## src/rtl/axi4_pattern_writer.sv

```systemverilog
// AXI4 write master that streams a free-running counter pattern as INCR bursts.
// Define AXI4_PATTERN_WRITER_READBACK_EN to add a read-back verify pass after the writes.
module axi4_pattern_writer #(
  parameter logic [0:0]  C_ID        = 1'b0,
  parameter logic [31:0] C_DATA_SEED = 32'h0000_0000
) (
  input  logic        ACLK,
  input  logic        ARESET,
  input  logic        start,
  input  logic [31:0] base_addr,
  input  logic [7:0]  burst_len,
  input  logic [15:0] num_bursts,
  output logic        busy,
  output logic        done,
  output logic        error,
  output logic [0:0]  M_AXI_AWID,
  output logic [31:0] M_AXI_AWADDR,
  output logic [7:0]  M_AXI_AWLEN,
  output logic [2:0]  M_AXI_AWSIZE,
  output logic [1:0]  M_AXI_AWBURST,
  output logic        M_AXI_AWVALID,
  input  logic        M_AXI_AWREADY,
  output logic [31:0] M_AXI_WDATA,
  output logic [3:0]  M_AXI_WSTRB,
  output logic        M_AXI_WLAST,
  output logic        M_AXI_WVALID,
  input  logic        M_AXI_WREADY,
`ifdef AXI4_PATTERN_WRITER_READBACK_EN
  output logic [0:0]  M_AXI_ARID,
  output logic [31:0] M_AXI_ARADDR,
  output logic [7:0]  M_AXI_ARLEN,
  output logic [2:0]  M_AXI_ARSIZE,
  output logic [1:0]  M_AXI_ARBURST,
  output logic        M_AXI_ARVALID,
  input  logic        M_AXI_ARREADY,
  input  logic [0:0]  M_AXI_RID,
  input  logic [31:0] M_AXI_RDATA,
  input  logic [1:0]  M_AXI_RRESP,
  input  logic        M_AXI_RLAST,
  input  logic        M_AXI_RVALID,
  output logic        M_AXI_RREADY,
`endif
  input  logic [0:0]  M_AXI_BID,
  input  logic [1:0]  M_AXI_BRESP,
  input  logic        M_AXI_BVALID,
  output logic        M_AXI_BREADY
);

  localparam int unsigned ADDR_W = 32;
  localparam int unsigned DATA_W = 32;
  localparam int unsigned LEN_W  = 8;
  localparam int unsigned CNT_W  = 16;
  localparam logic [1:0]  RESP_OKAY = 2'b00;

  typedef enum logic [2:0] {
    S_IDLE,
    S_AW,
    S_W,
    S_B,
`ifdef AXI4_PATTERN_WRITER_READBACK_EN
    S_AR,
    S_R,
`endif
    S_DONE
  } state_t;

  state_t              state;
  logic [ADDR_W-1:0]   addr_q;
  logic [LEN_W-1:0]    len_q;
  logic [CNT_W-1:0]    nb_q;
  logic [CNT_W-1:0]    burst_idx;
  logic [LEN_W-1:0]    beat;
  logic [DATA_W-1:0]   data_cnt;
  logic [ADDR_W-1:0]   stride;
  logic                last_burst;

  // Byte distance between consecutive bursts: (len+1) beats of 4 bytes.
  assign stride     = ADDR_W'({len_q, 2'b00}) + ADDR_W'(4);
  assign last_burst = (burst_idx + CNT_W'(1)) == nb_q;

  assign M_AXI_AWID    = C_ID;
  assign M_AXI_AWADDR  = addr_q;
  assign M_AXI_AWLEN   = len_q;
  assign M_AXI_AWSIZE  = 3'd2;
  assign M_AXI_AWBURST = 2'b01;
  assign M_AXI_WSTRB   = 4'hF;
  assign M_AXI_WDATA   = data_cnt;

`ifdef AXI4_PATTERN_WRITER_READBACK_EN
  logic [ADDR_W-1:0] base_q;
  logic [DATA_W-1:0] job_seed;
  logic [DATA_W-1:0] rd_exp;

  assign M_AXI_ARID    = C_ID;
  assign M_AXI_ARADDR  = addr_q;
  assign M_AXI_ARLEN   = len_q;
  assign M_AXI_ARSIZE  = 3'd2;
  assign M_AXI_ARBURST = 2'b01;
`endif

  // Job sequencer; all handshake outputs are registered here.
  always_ff @(posedge ACLK) begin
    if (ARESET) begin
      state         <= S_IDLE;
      addr_q        <= '0;
      len_q         <= '0;
      nb_q          <= '0;
      burst_idx     <= '0;
      beat          <= '0;
      data_cnt      <= C_DATA_SEED;
      busy          <= 1'b0;
      done          <= 1'b0;
      error         <= 1'b0;
      M_AXI_AWVALID <= 1'b0;
      M_AXI_WVALID  <= 1'b0;
      M_AXI_WLAST   <= 1'b0;
      M_AXI_BREADY  <= 1'b0;
`ifdef AXI4_PATTERN_WRITER_READBACK_EN
      base_q        <= '0;
      job_seed      <= C_DATA_SEED;
      rd_exp        <= C_DATA_SEED;
      M_AXI_ARVALID <= 1'b0;
      M_AXI_RREADY  <= 1'b0;
`endif
    end else begin
      done <= 1'b0;
      case (state)
        S_IDLE: begin
          if (start) begin
            addr_q    <= base_addr;
            len_q     <= burst_len;
            nb_q      <= num_bursts;
            burst_idx <= '0;
            error     <= 1'b0;
            busy      <= 1'b1;
`ifdef AXI4_PATTERN_WRITER_READBACK_EN
            base_q    <= base_addr;
            job_seed  <= data_cnt;
`endif
            if (num_bursts == '0) begin
              done  <= 1'b1;
              state <= S_DONE;
            end else begin
              M_AXI_AWVALID <= 1'b1;
              state         <= S_AW;
            end
          end
        end
        S_AW: begin
          if (M_AXI_AWREADY) begin
            M_AXI_AWVALID <= 1'b0;
            M_AXI_WVALID  <= 1'b1;
            M_AXI_WLAST   <= (len_q == '0);
            beat          <= '0;
            state         <= S_W;
          end
        end
        S_W: begin
          if (M_AXI_WREADY) begin
            data_cnt    <= data_cnt + DATA_W'(1);
            beat        <= beat + LEN_W'(1);
            M_AXI_WLAST <= (beat + LEN_W'(1)) == len_q;
            if (M_AXI_WLAST) begin
              M_AXI_WVALID <= 1'b0;
              M_AXI_WLAST  <= 1'b0;
              M_AXI_BREADY <= 1'b1;
              state        <= S_B;
            end
          end
        end
        S_B: begin
          if (M_AXI_BVALID) begin
            M_AXI_BREADY <= 1'b0;
            if (M_AXI_BRESP != RESP_OKAY || M_AXI_BID != C_ID) error <= 1'b1;
            if (last_burst) begin
`ifdef AXI4_PATTERN_WRITER_READBACK_EN
              addr_q        <= base_q;
              burst_idx     <= '0;
              rd_exp        <= job_seed;
              M_AXI_ARVALID <= 1'b1;
              state         <= S_AR;
`else
              done  <= 1'b1;
              state <= S_DONE;
`endif
            end else begin
              burst_idx     <= burst_idx + CNT_W'(1);
              addr_q        <= addr_q + stride;
              M_AXI_AWVALID <= 1'b1;
              state         <= S_AW;
            end
          end
        end
`ifdef AXI4_PATTERN_WRITER_READBACK_EN
        S_AR: begin
          if (M_AXI_ARREADY) begin
            M_AXI_ARVALID <= 1'b0;
            M_AXI_RREADY  <= 1'b1;
            beat          <= '0;
            state         <= S_R;
          end
        end
        S_R: begin
          if (M_AXI_RVALID) begin
            rd_exp <= rd_exp + DATA_W'(1);
            beat   <= beat + LEN_W'(1);
            if (M_AXI_RDATA != rd_exp || M_AXI_RRESP != RESP_OKAY ||
                M_AXI_RID != C_ID || M_AXI_RLAST != (beat == len_q))
              error <= 1'b1;
            // Burst length is enforced by our own beat count, not by RLAST.
            if (beat == len_q) begin
              M_AXI_RREADY <= 1'b0;
              if (last_burst) begin
                done  <= 1'b1;
                state <= S_DONE;
              end else begin
                burst_idx     <= burst_idx + CNT_W'(1);
                addr_q        <= addr_q + stride;
                M_AXI_ARVALID <= 1'b1;
                state         <= S_AR;
              end
            end
          end
        end
`endif
        S_DONE: begin
          busy  <= 1'b0;
          state <= S_IDLE;
        end
        default: state <= S_IDLE;
      endcase
    end
  end

endmodule

```

## config.mk

```make
export PLATFORM = sky130hd
export DESIGN_NAME = axi4_pattern_writer
export DESIGN_NICKNAME = d
export VERILOG_FILES = /design/src/rtl/axi4_pattern_writer.sv
export SDC_FILE = /design/constraint.sdc
export NUM_CORES = 1
export LEC_CHECK = 0
export ABC_CLOCK_PERIOD_IN_PS = 4040
export BUFFER_PORTS_ARGS = -buffer_cell sky130_fd_sc_hd__buf_2
export CAP_MARGIN = 40
export CORE_ASPECT_RATIO = 1.25
export CORE_MARGIN = 8
export CORE_UTILIZATION = 35
export CTS_BUF_LIST = sky130_fd_sc_hd__clkbuf_2 sky130_fd_sc_hd__clkbuf_4 sky130_fd_sc_hd__clkbuf_8
export DETAILED_ROUTE_END_ITERATION = 12
export GPL_ROUTABILITY_DRIVEN = 0
export PLACE_DENSITY = 0.54
export SKIP_CTS_REPAIR_TIMING = 1
export SLEW_MARGIN = 15
export SYNTH_ARGS = -nofsm -noshare
export SYNTH_HDL_FRONTEND = slang
export SYNTH_SLANG_ARGS = --single-unit
```

## constraint.sdc

```tcl
create_clock -name ACLK -period 4.04 [get_ports ACLK]
set_input_delay 0.404 -clock ACLK [delete_from_list [all_inputs] [get_ports ACLK]]
set_output_delay 0.404 -clock ACLK [all_outputs]
set_load 0.01 [all_outputs]
```

## Yosys cells after proc, flatten, opt, wreduce, memory -nomap -nowiden

Index checks and enable logic that the tools add are counted.
W data, S select, Z words.

| storage, ports and cells | value |
|---|---|
| input bits | 65 |
| bits in registers | 122 |
| output and inout bits | 89 |
| word-level logic and storage cells | 101 |

| cells by class | value |
|---|---|
| add/sub/neg operators | 5 |
| equal/unequal tests | 14 |
| reduce and logical (&&, ||, !) cells | 20 |
| mux-type cells | 48 |

Operators by type and width:

| cell | count |
|---|---|
| $mux W32 | 3 |
| $pmux W32 S2 | 1 |
| $mux W16 | 3 |
| $add A32 B1 Y32 const B | 1 |
| $add A32 B11 Y32 | 1 |
| $pmux W16 S2 | 1 |
| $mux W1 | 22 |
| $mux W3 | 7 |
| $add A16 B1 Y16 const B | 1 |
| $eq A16 B16 Y1 | 1 |
| $logic_not A16 Y1 | 1 |
| $mux W8 | 2 |
| $ne A2 B2 Y1 const B | 8 |
| $pmux W8 S2 | 1 |
| $reduce_and A4 Y1 | 4 |
| $pmux W1 S2 | 6 |
| $pmux W3 S4 | 1 |
| $add A10 B3 Y11 const B | 1 |
| $reduce_bool A2 Y1 | 5 |
| $add A8 B1 Y8 const B | 1 |
| $eq A8 B8 Y1 | 1 |
| $logic_not A8 Y1 | 1 |
| $eq A3 B2 Y1 const B | 2 |
| $reduce_and A2 Y1 | 3 |
| 9 further kinds | 9 |

## Logic depth before layout (Yosys ltp)

| logic depth | value |
|---|---|
| depth in word-level cells | 5 |
| mapped depth | 12 |
| gate-level depth less buffers | 12 |

## Worst setup path before layout

OpenSTA, ideal clock, no wires.

| path | value |
|---|---|
| path kind | reg2reg |
| from | reg len_q[1] (netlist: M_AXI_AWLEN[1]) |
| to | reg addr_q[15] (netlist: M_AXI_AWADDR[15]) |
| path buffers | 0 |
| data required time | 3.945 ns |
| period minus slack after synthesis | 3.213 ns |
| path slack | 0.827 ns |
| arrival | 3.118 ns |
| cell stages (with the launch flop) | 11 |
| setup time | 0.095 ns |
| cells stage by stage | dfxtp_1 ha_1 ha_1 fa_1 a21oi_1 o21ai_0 a2111oi_0 nor2_1 nand3_1 o22ai_1 a221oi_1 |

| between the ends | value |
|---|---|
| cells in the longest elaborated chain, start to end | 5 |

RTL lines:

| element | RTL line | RTL |
|---|---|---|
| start, declared | 69 | `logic [LEN_W-1:0] len_q;` |
| start signal, assigned | 131 | `len_q <= burst_len;` |
| $add A10 B3 Y11 | 78 | `assign stride = ADDR_W'({len_q, 2'b00}) + ADDR_W'(4);` |
| $add A32 B11 Y32 | 188 | `addr_q <= addr_q + stride;` |
| $mux W32 | 175 | `if (last_burst) begin` |
| $mux W32 | 172 | `if (M_AXI_BVALID) begin` |
| $pmux W32 S2 | 127 | `case (state)` |
| end signal, assigned | 130 | `addr_q <= base_addr;` |
| end signal, assigned | 188 |  |
| end, declared | 68 | `logic [ADDR_W-1:0] addr_q;` |

No other way between the ends. The select of a mux whose other input is x is not followed.
A chain may end at the register's enable or synchronous reset.

## Worst setup path after layout

Same ends and word-level chain as after synthesis.

==> reports/metrics.cfg <==
[sta]
fin_crit_ns = 3.43
tightestPinTransition_ns = 0.873
hold_viol_final = 0
tns_ns = 0
setup_viol = 0
fin_crit_sh_pct = 84.8
skew_ns = 0.0132
drv_slew = 0
rsz0062_at_grt = no
max_freq_mhz = 292
relSlewSlack_pct = 41.8

[clocking]
cts.reportedPaths.clkPinSlew_ns = 0.07
clock_latency_ns = 0.45
cts_buffers = 17
h-tree-depth = 4
root_buffer = clkbuf_8
cts_buffer_depth = 2
cts_tree = done
clkSinkCount = 122

[global_routing]
grt-ovfl-total = 0
grt_antenna_before_repair = 0
grt_max_degree = 72
grt_pass1_wl_mm = 33.9
first_global_vias = 6302
track_usage_pct = 17.7

[die]
dieWidth_um = 140
die-area_sq_mm = 0.0241
core_sq_mm = 0.0192
fp-row-count = 57
ios = 154
die_y_um = 171
start_util_pct = 35.3

[layout]
layout.nets = 1063
fin_util_pct = 41.8
layout-drive-gt1-share_pct = 20.1
syn2layout_area_growth_pct = 18.4
register_area_sq_mm = 0.00244
final.fill_count = 1958
multi_input_area_sq_mm = 0.00400
insertedDiodeCount = 0

[routing]
dr_total_vias = 6594
via_per_inst = 5.39
avgRoutedWirePerCell_um = 17.6
firstDrtPassIters = 6
drc = 0
drt.antenna.violating_nets = 0
dr.first_iter.drc_count = 448
wl_mm = 21.6

[job]
maxCapViolCount = 0

[setup_path]
required_ns = 4.40
worst-setup-path-type = flop to flop
path_max_fanout = 5
end_kind = flop
cp.arrival_ns = 3.79
critPathLaunchType = flop

[synth]
synth-edff-count = 0
syn_avg_cell_area_sq_um = 7.89
synth_seq_area_share_pct = 36.1
ys.flop_type = dfxtp_1
synth.most_common_cell = nand2_1
synth_cells = 858
ys_types = 67
synth_area_leader_cell = dfxtp_1
ys_top_cells_by_count = nand2_1, dfxtp_1, a21oi_1, nor2_1, clkbuf_1
ys_ff_latch = 122
synthTopCellsByArea = dfxtp_1, nand2_1, a21oi_1
synthArstFlopShare_pct = 0
syn-cell-area_sq_mm = 0.00677
synthDominantCellAreaShare_pct = 36.1
ys_warn_count = 0

[worst_hold_path]
hold_class = input pin to flop

[power]
leakagePower_nw = 3.30
vdd_drop_max_mv = 0.230
power_density_mw_per_mm2 = 447

[placement]
hpwl_mm = 15.3
port_buffers = 143

[run_status]
status = finished, final reports clean

worst paths after layout:
kind	slack [ns]	startpoint	depth (start not counted)	endpoint
worst min register to register	0.46	M_AXI_AWADDR[1]	2	M_AXI_AWADDR[1]
worst min-delay path	0.14	ARESET	2	nb_q[12]
worst max-delay path	0.61	M_AXI_AWLEN[1]	11	M_AXI_AWADDR[15]
worst max register to register	0.61	M_AXI_AWLEN[1]	11	M_AXI_AWADDR[15]
where the power goes:
group	switching (W)	internal, W
Sequential	0.000163	0.00133
Clock	0.000492	0.000598
Combinational	0.000606	0.000393
cell usage in the layout, fill, tap and decap left out, types with 6 or more instances in the layout:
cell type,n
buf_2,142
nand2_1,130
dfxtp_1,122
a21oi_1,86
nor2_1,72
xnor2_1,35
o21ai_0,34
xor2_1,31
nor3_1,22
inv_1,21
nand3_1,21
clkbuf_8,21
and3_1,19
ha_1,19
nand4_1,17
a311oi_1,14
buf_4,13
nor4_1,12
or3_1,10
conb_1,10
nand3b_1,9
o32ai_1,9
o22ai_1,8
a221oi_1,8
and2_1,7
a31oi_1,7
a22oi_1,6
a21o_1,6
a211oi_1,6
kinds of logic (layout without fill, tap and decap cells):
group,Yosys count,count (layout),share of synthesized area (%)
and+or+nand+nor,345,345,24.8
muxes,1,1,0.148
DFF,122,122,36.1
xor gates and xnor gates,66,66,8.54
buffers and inverters,83,205,5.45
adders and majority gates,20,20,3.81
other,2,10,0.111
AOI/OAI and AO/OA,219,219,21.0
layout make-up:
class / count / share of cell area (%)
tap: 236 / 3.69
timing repair buffer: 155 / 10.1
clock inverter: 8 / 1.19
inverter: 21 / 0.984
multi-input combinational: 661 / 50.0
sequential: 122 / 30.5
clock buffer: 21 / 3.61
worst max-delay path, cell delays in order, from the launching register on:
cell,delay (ns)
dfxtp_1,0.43
ha_1,0.27
ha_1,0.23
fa_1,0.40
a21oi_1,0.22
o21ai_0,0.13
a2111oi_0,0.71
buf_4,0.27
nor2_1,0.11
nand3_1,0.19
o22ai_1,0.10
a221oi_1,0.28
metal layers:
metal | track usage (%) | routed length, um
met4 | 4.92 | 260
met1 | 20.6 | 8950
met2 | 31.5 | 11000
met3 | 4.50 | 1310
met5 | 0 | 0
through the flow:
stage / setup slack [ns] / instances / total power, W / hold WS (ns) / cell area, sq um
2_1_floorplan: 0.827 / 866 / 0.00216 / 0.448 / 6800
3_3_place_gp: 0.613 / 1195 / 0.00252 / 0.443 / 7630
3_5_place_dp: 0.601 / 1195 / 0.00253 / 0.447 / 7630
4_1_cts: 0.584 / 1224 / 0.00362 / 0.119 / 8010
5_1_grt: 0.372 / 1224 / 0.00380 / 0.114 / 8010
6_report: 0.613 / 1224 / 0.00358 / 0.143 / 8010
state kept, by name, indices dropped and copies added (netlist names), 3 cells and up:
signal and cells:
nb_q 16, M_AXI_AWLEN 8, state 3, burst_idx 16, M_AXI_WDATA 32, beat 8, M_AXI_AWADDR 32
No activity file was read; power rests on OpenSTA's default activity.
